File: src/rtl/mdio_link_manager.sv
// mdio_link_manager: sequencer and arbiter in front of a clause-22 MDIO master
// engine. After reset it writes the PHY control register once, then polls the
// basic status register (and, when the link is up, the PHY-specific status
// register) every POLL_INTERVAL cycles, publishing link_up/speed/full_duplex to
// the MAC. Host register accesses share the engine, one transaction at a time.
// Optional feature macro: MDIO_LINK_IRQ_EN adds the link_change pulse output.
module mdio_link_manager #(
  parameter logic [4:0]  PHY_ADDR      = 5'd1,
  parameter int          POLL_INTERVAL = 1250000,
  parameter logic [15:0] INIT_BMCR     = 16'h1140,
  parameter logic [4:0]  STAT_REG      = 5'd17
) (
  input  logic        clk,
  input  logic        reset,
  output logic        cmd_valid,
  input  logic        cmd_ready,
  output logic        cmd_write,
  output logic [4:0]  cmd_phyaddr,
  output logic [4:0]  cmd_regaddr,
  output logic [15:0] cmd_wdata,
  input  logic        rsp_valid,
  input  logic [15:0] rsp_rdata,
  input  logic        host_valid,
  output logic        host_ready,
  input  logic        host_write,
  input  logic [4:0]  host_regaddr,
  input  logic [15:0] host_wdata,
  output logic        host_rsp_valid,
  output logic [15:0] host_rdata,
  output logic        link_up,
  output logic [1:0]  speed,
  output logic        full_duplex,
  output logic        status_valid,
  output logic        busy
`ifdef MDIO_LINK_IRQ_EN
  ,
  output logic        link_change
`endif
);

  typedef enum logic [3:0] {
    S_INIT_WR, S_INIT_WAIT, S_IDLE,
    S_POLL_BMSR, S_BMSR_WAIT, S_POLL_STAT, S_STAT_WAIT,
    S_HOST_CMD, S_HOST_WAIT
  } state_t;

  localparam logic [4:0] BMCR_REG = 5'd0;
  localparam logic [4:0] BMSR_REG = 5'd1;
  localparam int         TW         = (POLL_INTERVAL > 1) ? $clog2(POLL_INTERVAL) : 1;
  localparam logic [TW-1:0] TIMER_LAST = TW'(POLL_INTERVAL - 1);

  state_t        state, state_nxt;
  logic [TW-1:0] poll_timer;
  logic          timer_run;
  logic          poll_pending;
  logic          host_write_q;
  logic [4:0]    host_regaddr_q;
  logic [15:0]   host_wdata_q;

  logic          init_done;
  logic          enter_poll;
  logic          host_done;
  logic          status_upd;
  logic          link_nxt;
  logic [1:0]    speed_nxt;
  logic          duplex_nxt;

  // Next-state, engine request fields and status decode for the sequencer.
  always_comb begin
    // NOTE: every output of this block gets a default first, so no path through
    // the case statement can leave a value unassigned and infer a latch.
    state_nxt   = state;
    cmd_valid   = 1'b0;
    cmd_write   = 1'b0;
    cmd_phyaddr = 5'd0;
    cmd_regaddr = 5'd0;
    cmd_wdata   = 16'd0;
    host_ready  = 1'b0;
    init_done   = 1'b0;
    enter_poll  = 1'b0;
    host_done   = 1'b0;
    status_upd  = 1'b0;
    link_nxt    = link_up;
    speed_nxt   = speed;
    duplex_nxt  = full_duplex;

    case (state)
      S_INIT_WR: begin
        cmd_valid   = 1'b1;
        cmd_write   = 1'b1;
        cmd_phyaddr = PHY_ADDR;
        cmd_regaddr = BMCR_REG;
        cmd_wdata   = INIT_BMCR;
        if (cmd_ready) state_nxt = S_INIT_WAIT;
      end
      S_INIT_WAIT: begin
        if (rsp_valid) begin
          state_nxt = S_IDLE;
          init_done = 1'b1;
        end
      end
      S_IDLE: begin
        // A due poll always beats the host; the host is accepted here.
        if (poll_pending) begin
          state_nxt  = S_POLL_BMSR;
          enter_poll = 1'b1;
        end else if (host_valid) begin
          state_nxt  = S_HOST_CMD;
          host_ready = 1'b1;
        end
      end
      S_POLL_BMSR: begin
        cmd_valid   = 1'b1;
        cmd_phyaddr = PHY_ADDR;
        cmd_regaddr = BMSR_REG;
        if (cmd_ready) state_nxt = S_BMSR_WAIT;
      end
      S_BMSR_WAIT: begin
        if (rsp_valid) begin
          if (rsp_rdata[2]) begin
            state_nxt = S_POLL_STAT;
          end else begin
            // Link down: speed/duplex keep their last known values.
            state_nxt  = S_IDLE;
            status_upd = 1'b1;
            link_nxt   = 1'b0;
          end
        end
      end
      S_POLL_STAT: begin
        cmd_valid   = 1'b1;
        cmd_phyaddr = PHY_ADDR;
        cmd_regaddr = STAT_REG;
        if (cmd_ready) state_nxt = S_STAT_WAIT;
      end
      S_STAT_WAIT: begin
        if (rsp_valid) begin
          state_nxt  = S_IDLE;
          status_upd = 1'b1;
          if (rsp_rdata[15:14] == 2'b11) begin
            // Reserved speed code: report link down, hold speed/duplex.
            link_nxt = 1'b0;
          end else begin
            link_nxt   = 1'b1;
            speed_nxt  = rsp_rdata[15:14];
            duplex_nxt = rsp_rdata[13];
          end
        end
      end
      S_HOST_CMD: begin
        cmd_valid   = 1'b1;
        cmd_write   = host_write_q;
        cmd_phyaddr = PHY_ADDR;
        cmd_regaddr = host_regaddr_q;
        cmd_wdata   = host_write_q ? host_wdata_q : 16'd0;
        if (cmd_ready) state_nxt = S_HOST_WAIT;
      end
      S_HOST_WAIT: begin
        if (rsp_valid) begin
          state_nxt = S_IDLE;
          host_done = 1'b1;
        end
      end
      default: state_nxt = S_INIT_WR;
    endcase

    // NOTE: the state register only resets at the clock edge, so the
    // combinational request/handshake outputs are forced low while reset is
    // held; otherwise they would show the pre-reset state for a cycle.
    if (reset) begin
      cmd_valid   = 1'b0;
      cmd_write   = 1'b0;
      cmd_phyaddr = 5'd0;
      cmd_regaddr = 5'd0;
      cmd_wdata   = 16'd0;
      host_ready  = 1'b0;
    end
  end

  assign busy = (state != S_IDLE) && !reset;

  // Sequencer state register.
  always_ff @(posedge clk) begin
    // NOTE: sequential state uses non-blocking assignments so every register
    // samples pre-edge values regardless of block evaluation order.
    if (reset) state <= S_INIT_WR;
    else       state <= state_nxt;
  end

  // Free-running poll timer (enabled once init completes) and the
  // single-entry poll request flag; expiries while pending are absorbed.
  always_ff @(posedge clk) begin
    if (reset) begin
      poll_timer   <= '0;
      timer_run    <= 1'b0;
      poll_pending <= 1'b0;
    end else begin
      if (init_done) timer_run <= 1'b1;
      if (timer_run) begin
        poll_timer <= (poll_timer == TIMER_LAST) ? '0 : poll_timer + TW'(1);
      end
      if (timer_run && (poll_timer == TIMER_LAST)) poll_pending <= 1'b1;
      else if (enter_poll)                         poll_pending <= 1'b0;
    end
  end

  // Link status outputs, all updated together on a completed poll.
  always_ff @(posedge clk) begin
    if (reset) begin
      link_up      <= 1'b0;
      speed        <= 2'b00;
      full_duplex  <= 1'b0;
      status_valid <= 1'b0;
    end else if (status_upd) begin
      link_up      <= link_nxt;
      speed        <= speed_nxt;
      full_duplex  <= duplex_nxt;
      status_valid <= 1'b1;
    end
  end

`ifdef MDIO_LINK_IRQ_EN
  // Change pulse on a status update that alters any published field.
  always_ff @(posedge clk) begin
    if (reset) link_change <= 1'b0;
    else       link_change <= status_upd &&
                              ({link_nxt, speed_nxt, duplex_nxt} != {link_up, speed, full_duplex});
  end
`endif

  // Host request capture and host response.
  always_ff @(posedge clk) begin
    if (reset) begin
      host_write_q   <= 1'b0;
      host_regaddr_q <= 5'd0;
      host_wdata_q   <= 16'd0;
      host_rsp_valid <= 1'b0;
      host_rdata     <= 16'd0;
    end else begin
      host_rsp_valid <= host_done;
      if (host_ready) begin
        host_write_q   <= host_write;
        host_regaddr_q <= host_regaddr;
        host_wdata_q   <= host_wdata;
      end
      if (host_done) host_rdata <= host_write_q ? 16'd0 : rsp_rdata;
    end
  end

endmodule

File: config.mk
export PLATFORM = sky130hd
export DESIGN_NAME = mdio_link_manager
export DESIGN_NICKNAME = d
export VERILOG_FILES = /design/src/rtl/mdio_link_manager.sv
export SDC_FILE = /design/constraint.sdc
export NUM_CORES = 1
export LEC_CHECK = 0
export ABC_AREA = 1
export BUFFER_PORTS_ARGS = -buffer_cell sky130_fd_sc_hd__buf_2
export CORE_MARGIN = 2
export CORE_UTILIZATION = 23
export CTS_CLUSTER_DIAMETER = 50
export CTS_CLUSTER_SIZE = 12
export DETAILED_ROUTE_END_ITERATION = 16
export MAX_ROUTING_LAYER = met4
export PLACE_DENSITY_LB_ADDON = 0.12
export SYNTH_ARGS = -nofsm -noshare
export SYNTH_HDL_FRONTEND = slang
export SYNTH_SLANG_ARGS = --single-unit
export TNS_END_PERCENT = 20
File: constraint.sdc
create_clock -name clk -period 3.45 [get_ports clk]
set_clock_uncertainty 0.2 [all_clocks]
set_input_delay 0.69 -clock clk [delete_from_list [all_inputs] [get_ports clk]]
set_output_delay 0.69 -clock clk [all_outputs]
set_load 0.02 [all_outputs]
* Word-level counts from Yosys, hierarchy flattened
Cells that the tools add are included.
Word-level totals: output and inout port bits 52, bits in registers 71, word-level logic and storage cells 88, input bits 43
Operators by class: multiplexer cells 42, reduce and logical (&&, ||, !) cells 11, add/sub/neg operators 1, bitwise logic cells 1, equal/unequal tests 20
Operators by type and width (number):
- $mux W16 | 3
- $mux W4 | 8
- $pmux W16 S2 | 1
- $pmux W4 S7 | 1
- $add A21 B1 Y21 const B | 1
- $eq A21 B21 Y1 const B | 1
- $mux W1 | 21
- $mux W21 | 1
- $eq A4 B3 Y1 const B | 4
- $pmux W5 S3 | 1
- $ne A2 B2 Y1 const B | 7
- $mux W5 | 2
- $eq A4 B2 Y1 const B | 2
- $reduce_and A7 Y1 | 1
- $pmux W1 S2 | 3
- $reduce_and A5 Y1 | 1
- $eq A4 B1 Y1 const B | 1
- $eq A4 B4 Y1 const B | 1
- $logic_not A4 Y1 | 1
- $ne A4 B2 Y1 const B | 1
- $reduce_and A4 Y1 | 1
- $reduce_bool A2 Y1 | 2
- $reduce_or A4 Y1 | 1
- $mux W3 | 1
- other kinds (7) | 8

* Logic depth before layout (Yosys ltp)
Gate-level depths: netlist of the first run.
depth after elaboration 4, depth in mapped cells 10

* Worst setup path before layout of the first run
No wires, ideal clock.
path kind input-to-output, from input reset, to output cmd_wdata[10], setup slack 1.057 ns, required time 2.560 ns, stages 4, path buffers 1, data arrival time 1.503 ns, path through inv_2 clkbuf_1 nand2_1 nor2_1
On the way: longest elaborated chain between the ends 1
Ends and longest elaborated chain:
- start, declared | RTL line 14 | input logic reset,
- $mux W16 | RTL line 170 | if (reset) begin
- end, declared | RTL line 20 | output logic [15:0] cmd_wdata,
No other way between the ends.

* Final worst setup path of the first run
from register state[1], to output host_ready
On the way: longest elaborated chain between the ends 3
Ends and longest elaborated chain:
- start, declared | RTL line 52 | state_t state, state_nxt;
- start signal, assigned | RTL line 187 | else state <= state_nxt;
- $eq A4 B2 Y1 | RTL line 87 | case (state)
- $mux W1 | RTL line 87
- $mux W1 | RTL line 170
- end, declared | RTL line 24 | output logic host_ready,
No other way between the ends.

==> results of run 1 <==
-- per-stage QoR --
stage | power [mW] | hold slack [ns]
final | 2.70 | 0.269
after global routing | 2.89 | 0.286
after floorplan | 1.48 | 0.230
after global placement | 1.66 | 0.257
after CTS | 2.75 | 0.264
after detailed placement | 1.66 | 0.255
-- area by class of cell --
class	count	area, sq um	area share [%]
inverter	53	200	4.71
tap	184	230	5.41
clock inverter	5	106	2.50
multi-input combinational	344	1600	37.6
timing repair buffer	92	465	10.9
clock buffer	10	229	5.38
sequential	71	1420	33.4
-- synthesized netlist by cell type, types with 2 or more instances --
| library cell | count |
|---|---|
| sky130_fd_sc_hd__a21oi_1 | 33 |
| sky130_fd_sc_hd__buf_1 | 2 |
| sky130_fd_sc_hd__buf_2 | 3 |
| sky130_fd_sc_hd__buf_4 | 6 |
| sky130_fd_sc_hd__buf_6 | 4 |
| sky130_fd_sc_hd__clkbuf_1 | 5 |
| sky130_fd_sc_hd__dfxtp_1 | 71 |
| sky130_fd_sc_hd__inv_1 | 46 |
| sky130_fd_sc_hd__inv_2 | 6 |
| sky130_fd_sc_hd__nand2_1 | 95 |
| sky130_fd_sc_hd__nand2_2 | 3 |
| sky130_fd_sc_hd__nand3_1 | 43 |
| sky130_fd_sc_hd__nand3_2 | 2 |
| sky130_fd_sc_hd__nand4_1 | 9 |
| sky130_fd_sc_hd__nor2_1 | 91 |
| sky130_fd_sc_hd__nor2_2 | 5 |
| sky130_fd_sc_hd__nor2_4 | 3 |
| sky130_fd_sc_hd__nor3_1 | 9 |
| sky130_fd_sc_hd__o21ai_0 | 20 |
| sky130_fd_sc_hd__o21ai_1 | 10 |
| sky130_fd_sc_hd__o31ai_1 | 2 |
| sky130_fd_sc_hd__xnor2_1 | 2 |
| sky130_fd_sc_hd__xor2_1 | 5 |
-- where the power goes --
group / leakage, nW / internal [mW] / total, mW / switching, mW
combinational: 1.20 / 0.211 / 0.672 / 0.460
sequential: 0.575 / 0.911 / 0.970 / 0.0596
clock: 0.159 / 0.705 / 1.06 / 0.354
-- kinds of logic (layout without fill, tap and decap cells) --
group	Yosys count	in the layout	synth area share [%]
AO/OA/AOI/OAI	66	66	10.1
XOR/XNOR	7	7	1.83
other	1	4	0.112
flip-flops	71	71	42.5
buffers and inverters	73	160	9.92
adder cells (fa/ha/maj)	1	1	0.374
AND/OR/NAND/NOR	266	266	35.1
-- state kept, by name, indices dropped and copies added (netlist names) --
register and count:
host_regaddr_q 5, state 4, status_valid 1, poll_pending 1, host_wdata_q 16, poll_timer 21, timer_run 1, full_duplex 1
host_write_q 1, host_rdata 16, link_up 1, host_rsp_valid 1, speed 2
-- worst register-to-register path, cell delays in order, from the launching register on --
cell and delay [ns]:
sky130_fd_sc_hd__dfxtp_1 0.50, sky130_fd_sc_hd__inv_2 0.13, sky130_fd_sc_hd__nor4_1 0.30, sky130_fd_sc_hd__nand3_1 0.17, sky130_fd_sc_hd__nand2_1 0.36, sky130_fd_sc_hd__nor2_1 0.10
-- layer usage --
| metal | wire length [um] | vias up | GRT usage, % |
|---|---|---|---|
| met5 | 0 | - | - |
| met4 | 49 | 0 | 3.17 |
| met3 | 569 | 4 | 5.07 |
| met2 | 4140 | 84 | 19.0 |
| met1 | 4700 | 1423 | 16.5 |
| li1 | - | 1711 | - |
-- path summary, 6_finish.rpt --
check	start	end	slack (ns)	cells past startpoint
min	host_regaddr_q[4]	host_regaddr_q[4]	0.27	2
min reg2reg	host_regaddr_q[4]	host_regaddr_q[4]	0.27	2
max reg2reg	timer_run	poll_timer[16]	1.56	5
max	state[1]	host_ready	0.64	9
==> parameters.txt, run 1 <==
Parameter                              Value

Run status
  Run status    complete, no violations

Synthesis
  FF+latch count, synth    71
  Portion of the post-synthesis area used by sequential elements    42.5%
  FFs w/ async S/R, synth    0%
  Post-synth EDFFs    0
  Post-Syn Area    3340 sq um
  Synth unique cells    33
  Instance count of the mapped netlist    485
  Count of yosys warnings during synthesis    0
  Area fraction of the dominant cell type after synthesis    42.5%
  Library cell occupying the most area in the post-synthesis netlist    sky130_fd_sc_hd__dfxtp_1
  Post-synthesis area per instance    6.89 sq um
  Most used DFF post-synth    sky130_fd_sc_hd__dfxtp_1
  Largest cells by area after synthesis    sky130_fd_sc_hd__dfxtp_1 43%, sky130_fd_sc_hd__nand2_1 11%, sky130_fd_sc_hd__nor2_1 10%, sky130_fd_sc_hd__nand3_1 6.4%, sky130_fd_sc_hd__inv_1 5.2%

Timing
  Post-route clock period utilization    81.4%
  Slew at the pin with the worst max-slew slack    0.539 ns
  Crit path time final    2.81 ns
  Unrepaired setup endpoints after global routing    no
  Setup tns final    0 ns
  Final setup viols    0
  Maximum clock rate    0.356 GHz
  Worst setup margin    0.640 ns
  Slew margin rel.    64.0%
  Final hold viol count    0
  Pins over their slew limit    0

Worst setup path
  Most prevalent standard cell on the critical path    sky130_fd_sc_hd__inv_2
  Worst path bufs/invs    5
  Data arrival time of the critical path    1.92 ns
  Worst Path Max Fanout    24
  Stage delay of the slowest cell on the critical path    0.39 ns
  Standard cell with the maximum stage delay on the critical path    sky130_fd_sc_hd__dfxtp_1
  Required time of the critical path    2.56 ns
  Top delay family on crit path    simple AND/OR/NAND/NOR gates
  Startpoint types    flip-flop
  Critical Path End Type    primary output
  Worst-path cell chain    inv_2 -> nor2_4 -> nand2_2 -> inv_2 -> nand3_4 -> clkinv_2 -> nand2_4 -> inv_1 -> buf_2
  Worst Path Class, Setup    reg -> out

Global routing
  First-pass GRT wire length    15,600 um
  Overall global routing resource usage    12.9%
  Number of antenna violations at the first check in global routing    0
  Maximum number of pins on one net before global-route repair    27
  Global route total overflow    0
  Via count of the first global-routing pass    3,136

Clock network
  Post-cts resize count    0
  Root buffer selected by CTS    sky130_fd_sc_hd__clkbuf_16
  Maximum level of the CTS H-tree    3
  Maximum buffer depth of the clock tree    2
  Number of buffers inserted during clock tree synthesis    9
  Total clock sinks    71
  Clock-pin slew on the worst setup and hold paths    0.06 ns
  TritonCTS clock tree    built
  Clock latency at the later pin of the worst-skew pair    0.33 ns
  Number of buffers added for setup after CTS    0
  Number of hold-repair buffers added at the cts stage    0

Drt
  ANT nets after route    0
  Number of remaining DRC errors    0
  Initial detailed-routing violation count    146
  First-pass detailed-route iteration total    5
  Post-detailed-route via-to-cell ratio    4.25
  Wirelength, routed    9450 um
  Via count    3,222
  Routed length per instance    12.5 um

Place
  Sum of net half-perimeters after detailed placement    6890 um
  DP Worst Slack    0.875 ns
  Number of placed cells counting well taps    744
  Placer congestion estimate    0.798
  Cell area after placement    3920 sq um
  Number of input and output port buffers inserted    90

Floorplan
  Floorplan die width    125 um
  Number of core rows    44
  Effective utilization at floorplan    23.3%
  Die Area    15,500 sq um
  Top-Level Pins    95
  Core box area    14,400 sq um
  Die extent in y    125 um

Cells and area
  Post-route cell area    4250 sq um
  Most common library cell in the layout ignoring fill and taps    sky130_fd_sc_hd__nand2_1
  Number of antenna cells inserted    0
  Top library cells by usage in the layout, fill and taps aside    95 x sky130_fd_sc_hd__nand2_1, 91 x sky130_fd_sc_hd__nor2_1, 90 x sky130_fd_sc_hd__buf_2
  Proportion of layout cells with a drive suffix above 1    22.4%
  Fillcell total    1,608
  Finished Layout Cells    759
  Area growth from synthesis to layout    27.3%
  Net count of the finished layout    615
  Util after Layout    29.6%

Pwr
  Leakage power    1.94 nW
  Worst supply voltage drop on vdd    0.295 mV
  Power Dens Cells    635 nW/um^2

Flow run
  Number of max-cap violations    0

Min path
  Worst hold path type    reg -> reg
Power figures use the tool's default switching activity.
==> run 2, diff against run 1 <==
--- a/config.mk
+++ b/config.mk
@@ -5,7 +5,7 @@
 export SDC_FILE = /design/constraint.sdc
 export NUM_CORES = 1
 export LEC_CHECK = 0
-export ABC_AREA = 1
+export ABC_AREA = 0
 export BUFFER_PORTS_ARGS = -buffer_cell sky130_fd_sc_hd__buf_2
 export CORE_MARGIN = 2
 export CORE_UTILIZATION = 23
==> constraint.sdc (replaced) <==
create_clock -name clk -period 2.4 [get_ports clk]
set_clock_uncertainty 0.2 [all_clocks]
set_input_delay 0.48 -clock clk [delete_from_list [all_inputs] [get_ports clk]]
set_output_delay 0.48 -clock clk [all_outputs]
set_load 0.02 [all_outputs]
==> run 2 against run 1 <==
  * The run now ends with negative setup slack left
  * Synthesized cell count decreased by 24%
  * Setup slack got worse by 0.72 ns
  * Via count decreased by 10%
  * Combinational power increased by 32%
  * Power increased by 35%
  * Largest power group unchanged
  * Highest routed layer unchanged
==> parameters.txt, run 2 <==
Parameter                              Value

Run status
  Run status    finished with violations
  Violations in the final reports    negative setup slack

Floorplan
  Die Area    14,600 sq um (-5.8%)
  Top-Level Pins    95 (unchanged)
  Die extent in y    121 um (-3.0%)
  Core box area    13,300 sq um (-7.5%)
  Effective utilization at floorplan    23.6% (+0.36 points)
  Number of core rows    42 (-4.5%)
  Floorplan die width    121 um (-3.0%)

Worst setup path
  End of the worst register-to-register path    poll_timer[18]
  Worst Path Max Fanout    2 (-92%)
  Register-to-register setup slack    0.29 ns (-1.27 ns)
  Required time of the critical path    1.72 ns (-0.84 ns)
  Startpoint types    flip-flop
  Worst-path cell chain    or4b_4 -> or3b_4 -> nor2_4 -> buf_6
  Worst path bufs/invs    1 (-4)
  Data arrival time of the critical path    1.80 ns (-0.12 ns)
  Top delay family on crit path    simple AND/OR/NAND/NOR gates
  Launch instance of the worst register-to-register path    poll_timer[1]
  Standard cell with the maximum stage delay on the critical path    sky130_fd_sc_hd__or4b_4
  Critical Path End Type    primary output
  Worst Path Class, Setup    reg -> out
  Stage delay of the slowest cell on the critical path    0.53 ns (+0.14 ns)
  R2R cell count    5 (unchanged)

Place
  Number of input and output port buffers inserted    90 (unchanged)
  Placer congestion estimate    0.758 (-5.0%)
  Sum of net half-perimeters after detailed placement    6010 um (-13%)

Timing
  Setup tns final    -0.112 ns (-0.112 ns)
  Slew margin rel.    35.2% (-29 points)
  Slew at the pin with the worst max-slew slack    0.967 ns (+0.428 ns)
  Final setup viols    6 (+6)
  Crit path time final    2.48 ns
  Worst setup margin    -0.0829 ns (-0.723 ns)
  Maximum clock rate    0.403 GHz
  Final hold viol count    0 (unchanged)
  Pins over their slew limit    0 (unchanged)
  Unrepaired setup endpoints after global routing    yes
  Post-route clock period utilization    103%

Cells and area
  Area of the multi-input gates    1620 sq um (+1.5%)
  Largest Register    poll_timer
  Most common library cell in the layout ignoring fill and taps    sky130_fd_sc_hd__buf_2
  Util after Layout    32.4% (+2.8 points)
  Regs by FF count    poll_timer (21), host_rdata (16), host_wdata_q (16)
  Seq. cell area    1420 sq um (about the same)
  Area growth from synthesis to layout    37.2%
  Top library cells by usage in the layout, fill and taps aside    71 x sky130_fd_sc_hd__buf_2, 70 x sky130_fd_sc_hd__dfxtp_1, 58 x sky130_fd_sc_hd__nand2_1
  Proportion of layout cells with a drive suffix above 1    32.3% (+9.8 points)
  Fillcell total    1,431 (-11%)
  Net count of the finished layout    513 (-17%)
  Max reg flops    21 (unchanged)

Global routing
  First-pass GRT wire length    13,800 um (-12%)
  Number of antenna violations at the first check in global routing    1 (+1)
  Global route total overflow    0 (unchanged)
  Overall global routing resource usage    12.4% (-0.45 points)
  Via count of the first global-routing pass    2,677 (-15%)
  Maximum number of pins on one net before global-route repair    23 (-15%)

Drt
  First-pass detailed-route iteration total    5 (unchanged)
  Via count    2,894 (-10%)
  Initial detailed-routing violation count    142 (-2.7%)
  Number of remaining DRC errors    0 (unchanged)
  Post-detailed-route via-to-cell ratio    4.45 (+4.7%)
  Wirelength, routed    8550 um (-9.6%)
  Routed length per instance    13.1 um (+5.4%)
  ANT nets after route    0 (unchanged)

Clock network
  Number of buffers inserted during clock tree synthesis    9 (unchanged)
  Root buffer selected by CTS    sky130_fd_sc_hd__clkbuf_16
  Clock latency at the later pin of the worst-skew pair    0.34 ns (about the same)
  Maximum buffer depth of the clock tree    2 (unchanged)
  Clock-pin slew on the worst setup and hold paths    0.06 ns (about the same)
  Total clock sinks    71 (unchanged)
  TritonCTS clock tree    built
  Number of hold-repair buffers added at the cts stage    0 (unchanged)
  Maximum level of the CTS H-tree    3 (unchanged)

Synthesis
  Post-synthesis area per instance    8.56 sq um (+24%)
  Top cell types by occurrence after synthesis    71 x sky130_fd_sc_hd__dfxtp_1, 58 x sky130_fd_sc_hd__nand2_1, 36 x sky130_fd_sc_hd__a21oi_1
  FF+latch count, synth    71 (unchanged)
  FFs w/ async S/R, synth    0% (unchanged)
  Most frequently used cell type in the post-synthesis netlist    sky130_fd_sc_hd__dfxtp_1
  Post-Syn Area    3140 sq um (-6.0%)
  Largest cells by area after synthesis    sky130_fd_sc_hd__dfxtp_1 45%, sky130_fd_sc_hd__nand2_1 6.9%, sky130_fd_sc_hd__a21oi_1 5.7%, sky130_fd_sc_hd__a22o_1 4.5%, sky130_fd_sc_hd__nor2_1 4.1%
  Count of yosys warnings during synthesis    0 (unchanged)
  Portion of the post-synthesis area used by sequential elements    45.3% (+2.7 points)
  Instance count of the mapped netlist    367 (-24%)
  Most used DFF post-synth    sky130_fd_sc_hd__dfxtp_1
  Area fraction of the dominant cell type after synthesis    45.3% (+2.7 points)
  Synth unique cells    48 (+45%)
  Post-synth EDFFs    0 (unchanged)
  Library cell occupying the most area in the post-synthesis netlist    sky130_fd_sc_hd__dfxtp_1

Flow run
  Number of max-cap violations    0 (unchanged)

Pwr
  Worst supply voltage drop on vdd    0.431 mV (+46%)
  Leakage power    1.74 nW (-10%)
  Power Dens Cells    846 nW/um^2 (+33%)
  Total power    3.65 mW (+35%)

Min path
  Number of cells traversed by the worst hold path    2 (unchanged)
  Min-Delay Startpoint    rsp_rdata[8]
  Endpoint of the worst hold-timing path    host_rdata[8]
  Worst hold path type    in -> reg
run 2: cell count changes after synthesis, sizes merged, moves of 8 or more:
cell and delta:
and2 +16, nor2 -64, nor2b +8, o21ai -23
xnor2 +9, inv -46, nand3 -40, a22o +16
nand2 -41
run 2: metrics by stage:
stage / cell area, sq um / setup slack (ns) / hold WS [ns] / cells
final: 4310 / -0.0829 / 0.153 / 651
after global routing: 4310 / -0.140 / 0.149 / 651
after CTS: 4280 / -0.102 / 0.140 / 650
after detailed placement: 3830 / 0.171 / 0.242 / 630
after global placement: 3830 / 0.116 / 0.239 / 630
after floorplan: 3150 / 0.0146 / 0.232 / 370
run 2: cell type report:
cell class              instances  share of cell area [%]
multi-input cells             268                    37.7
flip-flops and latches         71                    33.0
repair buffers                113                    15.9
clock buffers                  10                    5.55
well taps                     176                    5.11
clock inverters                 6                    2.15
inverters                       6                   0.523
diodes                          1                  0.0581
run 2: report_power, final:
group / internal, mW / switching (mW) / total [mW]
Sequential: 1.25 / 0.0485 / 1.30
Combinational: 0.383 / 0.506 / 0.888
Clock: 0.943 / 0.520 / 1.46
Total: 2.57 / 1.07 / 3.65
run 2: cell families after synthesis:
kind of cell	count (synthesis)	share of synthesized area, %
muxes	7	2.35
and+or+nand+nor	170	28.2
adders and majority gates	1	0.398
AOI/OAI and AO/OA	72	14.7
other	1	0.119
xor gates and xnor gates	14	3.90
DFF	71	45.3
buffers and inverters	31	5.10
run 2: timing repair:
| action | 4_1_cts | 5_1_grt |
|---|---|---|
| endpoints found under the hold margin | 0 | 0 |
| pin swaps | 2 | 0 |
| setup buffers | 3 | 0 |
| endpoints found under the setup margin | 19 | 24 |
| resized for setup | 30 | 10 |
| cloned | 1 | 0 |
run 2: per-layer routing:
layer  up-vias  share of wire (%)  GRT usage [%]
met1      1344                 47           16.3
met2        75                 45           17.4
met5         -                  0              -
met3         7                6.4           4.32
li1       1468                  -              -
met4         0                1.2           4.80
run 2: worst max path at each step:
stage	start	endpoint	slack (ns)	cells after the start
3_3_place_gp	state[3]	cmd_wdata[2]	0.12	7
2_1_floorplan	state[3]	host_ready	0.01	5
4_1_cts	state[3]	host_ready	-0.10	4
3_5_place_dp	state[1]	cmd_wdata[5]	0.17	7
6_report	state[3]	host_ready	-0.08	4
5_1_grt	state[3]	host_ready	-0.14	4
==> run 3, diff against run 2 <==
--- a/config.mk
+++ b/config.mk
@@ -12,6 +12,8 @@
 export CTS_CLUSTER_DIAMETER = 50
 export CTS_CLUSTER_SIZE = 12
 export DETAILED_ROUTE_END_ITERATION = 16
+export GPL_TIMING_DRIVEN = 0
+export HOLD_SLACK_MARGIN = 0.08
 export MAX_ROUTING_LAYER = met4
 export PLACE_DENSITY_LB_ADDON = 0.12
 export SYNTH_ARGS = -nofsm -noshare
==> run 3 against run 2 <==
  * The flow still finishes with violations (negative setup slack)
  * Worst hold slack got worse by 0.0021 ns
  * Setup slack lost 0.10 ns
  * Clock power down 5%
  * Combinational power is 5.0% higher
  * Sequential power barely moved
  * Power is 1.2% lower
  * Global-route usage is 0.25 points higher
  * Routed wire length up 2.5%
  * Die area unchanged
  * Critical path type unchanged
  * Critical endpoint unchanged
  * Highest routed layer unchanged
==> parameters.txt, run 3 (synthesized netlist as in run 2, its figures left out) <==
Parameter                              Value

Cells and area
  Proportion of layout cells with a drive suffix above 1    34.5% (+2.2 points)
  Util after Layout    33.1% (+0.67 points)
  Area growth from synthesis to layout    40.0%
  Post-route cell area    4400 sq um (+2.1%)
  Top library cells by usage in the layout, fill and taps aside    80 x sky130_fd_sc_hd__buf_2, 68 x sky130_fd_sc_hd__dfxtp_1, 58 x sky130_fd_sc_hd__nand2_1
  Largest Register    poll_timer
  Net count of the finished layout    526 (+2.5%)
  Number of antenna cells inserted    0 (-1)
  Seq. cell area    1430 sq um (+0.35%)
  Most common library cell in the layout ignoring fill and taps    sky130_fd_sc_hd__buf_2
  Max reg flops    21 (unchanged)
  Fillcell total    1,437 (+0.42%)
  Regs by FF count    poll_timer (21), host_rdata (16), host_wdata_q (16)
  Area of the multi-input gates    1650 sq um (+1.8%)

Pwr
  Leakage power    1.81 nW (+3.9%)
  Total power    3.60 mW (-1.2%)
  Net Sw Power    1.12 mW (+3.9%)
  Internal power contribution    2.49 mW (-3.3%)
  Comb power frac    25.9% (+1.5 points)
  Net Sw Frac    31.0% (+1.5 points)
  Portion of total power attributed to the clock network    38.2% (-1.9 points)
  Worst supply voltage drop on vdd    0.299 mV (-31%)
  Flop pwr share    35.9% (+0.4 points)
  Power Dens Cells    819 nW/um^2 (-3.2%)

Worst setup path
  Data arrival time of the critical path    1.91 ns (+0.11 ns)
  Worst Path Class, Setup    reg -> out
  Required time of the critical path    1.72 ns (about the same)
  End of the worst register-to-register path    host_wdata_q[12]
  Critical Path End Type    primary output
  Register-to-register setup slack    0.12 ns (-0.17 ns)
  R2R cell count    7 (+2)
  Launch instance of the worst register-to-register path    state[3]
  Worst Path Max Fanout    4 (+2)
  Startpoint types    flip-flop

Floorplan
  Core box area    13,300 sq um (unchanged)
  Effective utilization at floorplan    23.6% (unchanged)
  Number of core rows    42 (unchanged)
  Die extent in y    121 um (unchanged)
  Die Area    14,600 sq um (unchanged)
  Floorplan die width    121 um (unchanged)
  Top-Level Pins    95 (unchanged)

Drt
  Wirelength, routed    8760 um (+2.5%)
  ANT nets after route    0 (unchanged)
  Post-detailed-route via-to-cell ratio    4.45 (about the same)
  Routed length per instance    13.2 um (+0.60%)
  Number of remaining DRC errors    0 (unchanged)
  M1 WL    4160 um (+2.7%)
  First-pass detailed-route iteration total    4 (-1)
  Initial detailed-routing violation count    117 (-18%)
  Top metal layer carrying routed signals    met4
  Wire length on met3    611 um (+11%)
  Routed length on met2    3860 um (+0.47%)
  Via count    2,950 (+1.9%)

Min path
  Number of cells traversed by the worst hold path    2 (unchanged)
  Worst hold path type    in -> reg
  Min-Delay Startpoint    rsp_rdata[9]
  Endpoint of the worst hold-timing path    host_rdata[9]

Clock network
  Root buffer selected by CTS    sky130_fd_sc_hd__clkbuf_16
  Total clock sinks    71 (unchanged)
  Number of buffers inserted during clock tree synthesis    9 (unchanged)
  Clock-pin slew on the worst setup and hold paths    0.06 ns (about the same)
  TritonCTS clock tree    built
  Maximum level of the CTS H-tree    3 (unchanged)
  Maximum buffer depth of the clock tree    2 (unchanged)
  Clock latency at the later pin of the worst-skew pair    0.34 ns (about the same)

Timing
  Crit path time final    2.59 ns (+0.102 ns)
  Maximum clock rate    0.387 GHz (-4.0%)
  Slew margin rel.    54.6% (+19 points)
  Hold WS    0.151 ns (-0.00215 ns)
  Pins over their slew limit    0 (unchanged)
  Worst setup margin    -0.185 ns (-0.102 ns)
  Final hold viol count    0 (unchanged)
  Final setup viols    14 (+8)
  Unrepaired setup endpoints after global routing    yes
  Slew at the pin with the worst max-slew slack    0.678 ns (-0.289 ns)
  Post-route clock period utilization    108% (+4.3 points)

Place
  Cell area after placement    3820 sq um (-0.13%)
  Number of input and output port buffers inserted    90 (unchanged)
  Placer congestion estimate    0.820 (+8.2%)
  Sum of net half-perimeters after detailed placement    6190 um (+3.1%)

Global routing
  Maximum number of pins on one net before global-route repair    14 (-39%)
  Number of antenna violations at the first check in global routing    0 (-1)
  Overall global routing resource usage    12.7% (+0.25 points)
  Via count of the first global-routing pass    2,817 (+5.2%)
  First-pass GRT wire length    14,000 um (+2.0%)
  Global route total overflow    0 (unchanged)

Run status
  Run status    finished with violations
  Violations in the final reports    negative setup slack

Flow run
  Number of max-cap violations    0 (unchanged)
## run 3: worst max-delay path by stage
stage,from,to,slack [ns]
2_1_floorplan,state[3],host_ready,0.01
4_1_cts,state[3],host_ready,-0.23
3_5_place_dp,reset,cmd_wdata[12],-0.43
6_report,state[3],host_ready,-0.19
3_3_place_gp,state[0],cmd_wdata[7],-0.43
5_1_grt,state[3],host_ready,-0.22
## run 3: stage by stage
stage / TNS (ns) / worst slack, ns / instances
detailed placement: -5.69 / -0.429 / 636
global route: -1.80 / -0.225 / 663
CTS: -0.499 / -0.231 / 662
floorplan: 0 / 0.0146 / 370
finish: -0.706 / -0.185 / 663
global placement: -6.53 / -0.428 / 636
## run 3: critical path, stage by stage (launching register included)
cell                      delay (ns)
sky130_fd_sc_hd__dfxtp_4        0.35
sky130_fd_sc_hd__or4b_4         0.56
sky130_fd_sc_hd__or3b_4         0.44
sky130_fd_sc_hd__nor2_4         0.11
sky130_fd_sc_hd__buf_6          0.12
## run 3: area by class of cell
cell class                      instances  area share (%)
Multi-Input combinational cell        268            37.6
Inverter                                6           0.512
Clock inverter                          6            1.56
Sequential cell                        71            32.5
Tap cell                              176            5.01
Timing Repair Buffer                  103            14.1
Clock buffer                           10            5.43
Buffer                                 23            3.39
## run 3: what timing repair did
| action | 4_1_cts | 5_1_grt |
|---|---|---|
| gates resized for setup | 40 | 23 |
| gates cloned | 1 | 0 |
| hold buffers | 0 | 0 |
| setup buffers | 10 | 2 |
| hold endpoints to repair | 0 | 0 |
| setup endpoints to repair | 23 | 24 |
| pin swaps | 3 | 5 |
## run 3: per-layer routing
metal,vias up,track usage [%]
met5,-,-
met4,0,5.67
met3,12,4.46
met2,82,18.0
met1,1366,16.1
li1,1490,-
## run 3: power groups by stage
stage / sequential [mW] / combinational [mW] / clock [mW]
2_1_floorplan: 1.30 / 0.562 / 0
3_3_place_gp: 1.31 / 0.796 / 0
3_5_place_dp: 1.31 / 0.794 / 0
4_1_cts: 1.29 / 0.914 / 1.42
5_1_grt: 1.30 / 1.01 / 1.47
6_report: 1.29 / 0.932 / 1.38
